**config.mk**
```make
export PLATFORM = sky130hd
export DESIGN_NAME = addmul_seq_unit
export DESIGN_NICKNAME = d
export VERILOG_FILES = /design/src/rtl/addmul_seq_unit.sv
export SDC_FILE = /design/constraint.sdc
export NUM_CORES = 1
export LEC_CHECK = 0
export ABC_AREA = 1
export BUFFER_PORTS_ARGS = -buffer_cell sky130_fd_sc_hd__clkbuf_2
export CAP_MARGIN = 30
export CELL_PAD_IN_SITES_DETAIL_PLACEMENT = 0
export CELL_PAD_IN_SITES_GLOBAL_PLACEMENT = 1
export CORE_ASPECT_RATIO = 0.9
export CORE_UTILIZATION = 40
export CTS_BUF_LIST = sky130_fd_sc_hd__clkbuf_8
export DETAILED_ROUTE_END_ITERATION = 12
export PLACE_DENSITY = 0.8
export SYNTH_ARGS = -nofsm -noshare
export SYNTH_HDL_FRONTEND = slang
export SYNTH_SLANG_ARGS = --single-unit
```
**constraint.sdc**
```tcl
create_clock -name clk -period 6.87 [get_ports clk]
set_clock_uncertainty 0.15 [all_clocks]
set_input_delay 1.7175 -clock clk [delete_from_list [all_inputs] [get_ports clk]]
set_output_delay 1.7175 -clock clk [all_outputs]
set_load 0.01 [all_outputs]
```
**src/rtl/addmul_seq_unit.sv**
```systemverilog
// ---------------------------------------------------------------------------
// addmul_seq_unit
//   Sequenced signed add / subtract / shift-add multiply engine. One adder is
//   shared by all operations. Its second operand is either the sign-extended
//   B operand (add/sub) or the shifted multiplicand gated by one multiplier
//   bit (multiply). An internal FSM with a start/busy/done handshake drives
//   the sequence.
//
// Ports
//   clk     in   1    rising-edge clock
//   rst_n   in   1    asynchronous active-low reset
//   start   in   1    operation request, sampled only in IDLE
//   op      in   2    00 add, 01 subtract, 10 multiply, 11 reserved (= add)
//   a       in   N    signed operand A (multiplier for multiply)
//   b       in   N    signed operand B (multiplicand for multiply)
//   result  out  2N   signed result register
//   busy    out  1    high while an operation is in progress
//   done    out  1    one-cycle pulse, result valid
// ---------------------------------------------------------------------------
module addmul_seq_unit #(
  parameter  int N  = 4,
  localparam int CW = $clog2(N) + 1
) (
  input  logic           clk,
  input  logic           rst_n,
  input  logic           start,
  input  logic [1:0]     op,
  input  logic [N-1:0]   a,
  input  logic [N-1:0]   b,
  output logic [2*N-1:0] result,
  output logic           busy,
  output logic           done
);

  localparam int W = 2 * N;

  typedef enum logic [1:0] {
    S_IDLE   = 2'd0,
    S_ADDSUB = 2'd1,
    S_MUL    = 2'd2,
    S_DONE   = 2'd3
  } state_t;

  state_t          state_q, state_d;
  logic [W-1:0]    result_q, result_d;
  logic [CW-1:0]   cnt_q, cnt_d;
  logic [N-1:0]    a_q, a_d;
  logic [N-1:0]    b_q, b_d;
  logic [1:0]      op_q, op_d;
  logic            busy_q, busy_d;
  logic            done_q, done_d;

  logic [W-1:0]    a_ext_s;
  logic [W-1:0]    b_ext_s;
  logic [W-1:0]    pp_s;
  logic            a_bit_s;
  logic            last_iter_s;
  logic [W-1:0]    acc_s;
  logic [W-1:0]    a_in_s;
  logic [W-1:0]    opnd_s;
  logic            sub_s;
  logic [W-1:0]    sum_s;

  assign a_ext_s     = {{N{a_q[N-1]}}, a_q};
  assign b_ext_s     = {{N{b_q[N-1]}}, b_q};
  // Partial product: multiplicand weighted by the current iteration bit.
  assign pp_s        = b_ext_s << cnt_q;
  assign last_iter_s = (cnt_q == CW'(N - 1));

  // Multiplier bit for the current iteration (one-hot compare avoids an
  // over-wide index into a_q).
  always_comb begin
    a_bit_s = 1'b0;
    for (int i = 0; i < N; i++) begin
      if (cnt_q == CW'(i)) begin
        a_bit_s = a_q[i];
      end else begin
        a_bit_s = a_bit_s;
      end
    end
  end

  // Adder operand selection: accumulator is 0 for add/sub and the running
  // result for multiply; A only enters during add/sub. The last multiply
  // iteration subtracts because the multiplier MSB carries negative weight.
  always_comb begin
    acc_s  = {W{1'b0}};
    a_in_s = {W{1'b0}};
    opnd_s = {W{1'b0}};
    sub_s  = 1'b0;
    case (state_q)
      S_ADDSUB: begin
        a_in_s = a_ext_s;
        opnd_s = b_ext_s;
        sub_s  = (op_q == 2'b01);
      end
      S_MUL: begin
        acc_s  = result_q;
        opnd_s = a_bit_s ? pp_s : {W{1'b0}};
        sub_s  = last_iter_s;
      end
      default: begin
        acc_s  = {W{1'b0}};
        a_in_s = {W{1'b0}};
        opnd_s = {W{1'b0}};
        sub_s  = 1'b0;
      end
    endcase
  end

  // Shared 2N-bit adder/subtractor; 2N bits cannot overflow for N-bit inputs.
  always_comb begin
    if (sub_s) begin
      sum_s = acc_s + a_in_s - opnd_s;
    end else begin
      sum_s = acc_s + a_in_s + opnd_s;
    end
  end

  // Next-state and next-output logic of the sequencing FSM.
  always_comb begin
    state_d  = state_q;
    result_d = result_q;
    cnt_d    = cnt_q;
    a_d      = a_q;
    b_d      = b_q;
    op_d     = op_q;
    busy_d   = 1'b0;
    done_d   = 1'b0;
    case (state_q)
      S_IDLE: begin
        if (start) begin
          a_d    = a;
          b_d    = b;
          op_d   = op;
          cnt_d  = {CW{1'b0}};
          busy_d = 1'b1;
          if (op == 2'b10) begin
            result_d = {W{1'b0}};
            state_d  = S_MUL;
          end else begin
            state_d  = S_ADDSUB;
          end
        end else begin
          state_d = S_IDLE;
        end
      end
      S_ADDSUB: begin
        result_d = sum_s;
        state_d  = S_DONE;
        done_d   = 1'b1;
      end
      S_MUL: begin
        result_d = sum_s;
        if (last_iter_s) begin
          state_d = S_DONE;
          done_d  = 1'b1;
        end else begin
          cnt_d   = cnt_q + CW'(1);
          busy_d  = 1'b1;
        end
      end
      S_DONE: begin
        state_d = S_IDLE;
      end
      default: begin
        state_d = S_IDLE;
      end
    endcase
  end

  // State, datapath and output registers.
  always_ff @(posedge clk or negedge rst_n) begin
    if (!rst_n) begin
      state_q  <= S_IDLE;
      result_q <= {W{1'b0}};
      cnt_q    <= {CW{1'b0}};
      a_q      <= {N{1'b0}};
      b_q      <= {N{1'b0}};
      op_q     <= 2'b00;
      busy_q   <= 1'b0;
      done_q   <= 1'b0;
    end else begin
      state_q  <= state_d;
      result_q <= result_d;
      cnt_q    <= cnt_d;
      a_q      <= a_d;
      b_q      <= b_d;
      op_q     <= op_d;
      busy_q   <= busy_d;
      done_q   <= done_d;
    end
  end

  assign result = result_q;
  assign busy   = busy_q;
  assign done   = done_q;

endmodule

```
==> metrics.md <==
| Metric | Value |
|---|---|
| Worst r2r path cells | `21` |
| Setup slack, reg-to-reg | `3.06 ns` |
| CP arrival | `3.83 ns` |
| Vias in the first global route | `2,082` |
| WL/cell | `12.48 um` |
| Crit path capture type | `register` |
| Post-synth top area cell | `dfrtp_1` |
| Sink Count | `25` |
| Setup TNS | `0 ns` |
| Reg clk slew, reported paths | `roughly 0.09 ns` |
| First-pass GRT wire length | `9.508 mm` |
| RR Endpoint | `result[7]` |
| Hold Vio Cnt, Final | `0` |
| # resized after CTS | `0` |
| Share of cells above drive strength 1 | `about 11%` |
| Die Span X | `a little over 80 um` |
| CP Class | `reg -> reg` |
| Min-Delay Startpoint | `op_q[0]` |
| H-tree depth | `1` |
| Gate count after technology mapping | `338` |
| Clock root cell | `clkbuf_8` |
| Post-CTS Setup Bufs | `0` |
| Hold Path Stages | `2` |
| Met2 global-route usage | `roughly a third` |
| Synth-to-Final Area Change | `9.076%` |
| Initial antenna violation count | `0` |
| Startpoint Class | `register` |
| Routing usage on met3 | `2.236%` |
| Number of warnings issued by yosys | `0` |
| Net Count, Synth | `377` |
| # hold bufs at CTS | `0` |
| Grt met1 use | `30.88%` |
| GP Congestion | `a little under 0.8` |
| Core box area | `5349 um^2` |
| Nets | `398` |
| Period minus WS final | `roughly 3.8 ns` |
| Antenna Cells | `0` |
| Worst-path fanout max | `14` |
| Util after Layout | `46.39%` |
| CTS tree | `built` |
| Overflow after GRT | `0` |
| Number of cell rows | `25` |
| Seq cells post-synth | `25` |
| Initial drt markers | `130` |
| Detailed Route WL | `roughly 5.3 mm` |
| CP Launch Point | `state_q[0]` |
| Final ANT Viol Nets | `0` |
| Buffers on Ports | `22` |
| Drt pass-1 iters | `4` |
| Layout Cells excl Fill | `425` |
| GRT Util Overall | `about 21%` |
| I/O pin total | `23` |
| Relative slew slack | `between 50% and 60%` |
| Share of Yosys cell area claimed by the top area cell type | `about 28%` |
| Final setup vio count | `0` |
| Max-capacitance violation count | `0` |
| Layer with the highest usage | `met2` |
| Starting density of the core | `42.53%` |
| Min-Delay Path Class | `reg -> reg` |
| Status | `completed` |
| Fmax | `roughly 260 MHz` |
| Worst Hold End | `op_q[0]` |
| Post-DP HPWL | `4.301 mm` |
| Library cells used by synthesis | `28` |
| Total CTS buffers | `3` |
| Largest net degree at the start of global routing | `26` |
| Worst skew pair latency | `between 0.2 and 0.3 ns` |
| Chip height | `approximately 74 um` |
| Clock tree buffer depth | `2` |
| Via count | `2,075` |
| Worst r2r src | `state_q[0]` |
| Final period util | `a little under three fifths` |
| Filler cell count | `slightly below 600` |
| Inst Count DP | `421` |
| Critical Path RT | `6.89 ns` |
| DRC | `0` |
| Mean Syn Cell Area | `~6.7 um^2` |
| Die Area | `5993 um^2` |
| Seq/Total Area, Yosys | `27.50%` |
| Final slew viol count | `0` |
| Largest cells by area after synthesis | `dfrtp_1 (28%), nand2_1 (19%), ha_1 (13%), inv_1 (7.8%), nand3_1 (5.3%)` |
| Cell Area, Synth | `about 2300 um^2` |
| Unrepaired setup endpoints after global routing | `no` |
| Routed vias/inst | `4.882` |
| Worst-Margin Slew | `0.6708 ns` |
[cell usage in the layout (no fill, tap or decap), types with 6 or more instances in the layout]
cell type	count
nand2_1	118
inv_1	48
nand3_1	24
ha_1	24
o21ai_0	17
dfrtp_1	25
clkbuf_2	22
xor2_1	7
nor2_1	15
xnor2_1	6
a21oi_1	17
nand2_2	8
[layer usage]
layer,up-vias,part of all wire [%],wire (um)
li1,1106,-,-
met1,922,55,2895
met2,40,42,2204
met3,7,2.8,151
met4,0,1.0,55
met5,-,0,0
[worst max-delay path, cell delays in order (launching register included)]
cell     delay, ns
dfrtp_1       0.41
inv_1         0.11
ha_1          0.53
nand2_1       0.21
nor3_1        0.17
nand2_1       0.07
nand2_1       0.07
nand2_2       0.07
ha_1          0.23
nand3_1       0.13
o21ai_1       0.09
xor2_1        0.15
inv_1         0.06
ha_1          0.31
a21oi_1       0.16
o21ai_0       0.12
a21oi_1       0.25
nand4_1       0.16
nand2_1       0.10
nand2_1       0.05
nand3_1       0.07
nand2_1       0.05
[cells in the mapped netlist, drive strengths merged]
library cell and instances:
a21o 1, o21ai 18, ha 24, dfrtp 25
o22ai 1, nor3 1, inv 50, a31oi 3
nand4 3, clkbuf 2, xor2 7, a22o 3
nand3 26, nor2 16, fa 2, xnor2 6
buf 4, nand2 127, and2 1, clkinv 1
a21oi 17
[cells by family after synthesis]
kind of cell,count (synthesis),synth area share [%]
XOR/XNOR,13,5.006
AND/OR/NAND/NOR,174,32.40
adder cells (fa/ha/maj),26,14.96
flip-flops,25,27.50
buffers and inverters,57,9.846
AO/OA/AOI/OAI,43,10.29
[cell type report]
| cell class | instances | area [um^2] | area share (%) |
|---|---|---|---|
| Clock buffer | 3 | 41.29 | 1.664 |
| Tap cell | 67 | 83.83 | 3.379 |
| Sequential cell | 25 | 625.6 | 25.21 |
| Inverter | 51 | 191.4 | 7.716 |
| Timing Repair Buffer | 22 | 110.1 | 4.438 |
| Clock inverter | 1 | 3.754 | 0.1513 |
| Multi-Input combinational cell | 256 | 1425 | 57.44 |
[state kept, by name (all words and copies together) (netlist names)]
signal and flops:
state_q 2, cnt_q 3, b_q 4, done 1, result 8, op_q 2
a_q 4, busy 1
[through the flow]
step / instance area, um^2 / setup slack (ns) / hold WS [ns]
2_1_floorplan: 2275 / 3.607 / 0.3037
3_3_place_gp: 2436 / 2.984 / 0.3239
3_5_place_dp: 2436 / 3.021 / 0.3402
4_1_cts: 2481 / 3.000 / 0.3645
5_1_grt: 2481 / 2.557 / 0.4040
6_report: 2481 / 3.056 / 0.3569
[how the worst max path moves through the flow]
stage / to / depth (start not counted)
after global routing: result[7] / 21
after global placement: result[7] / 21
after floorplan: result[7] / 22
after detailed placement: result[7] / 21
final: result[7] / 21
after CTS: result[7] / 21
Power is left out: the tool's default activity adds up to more than one toggle a clock period on the data nets, which glitch-free logic cannot reach.
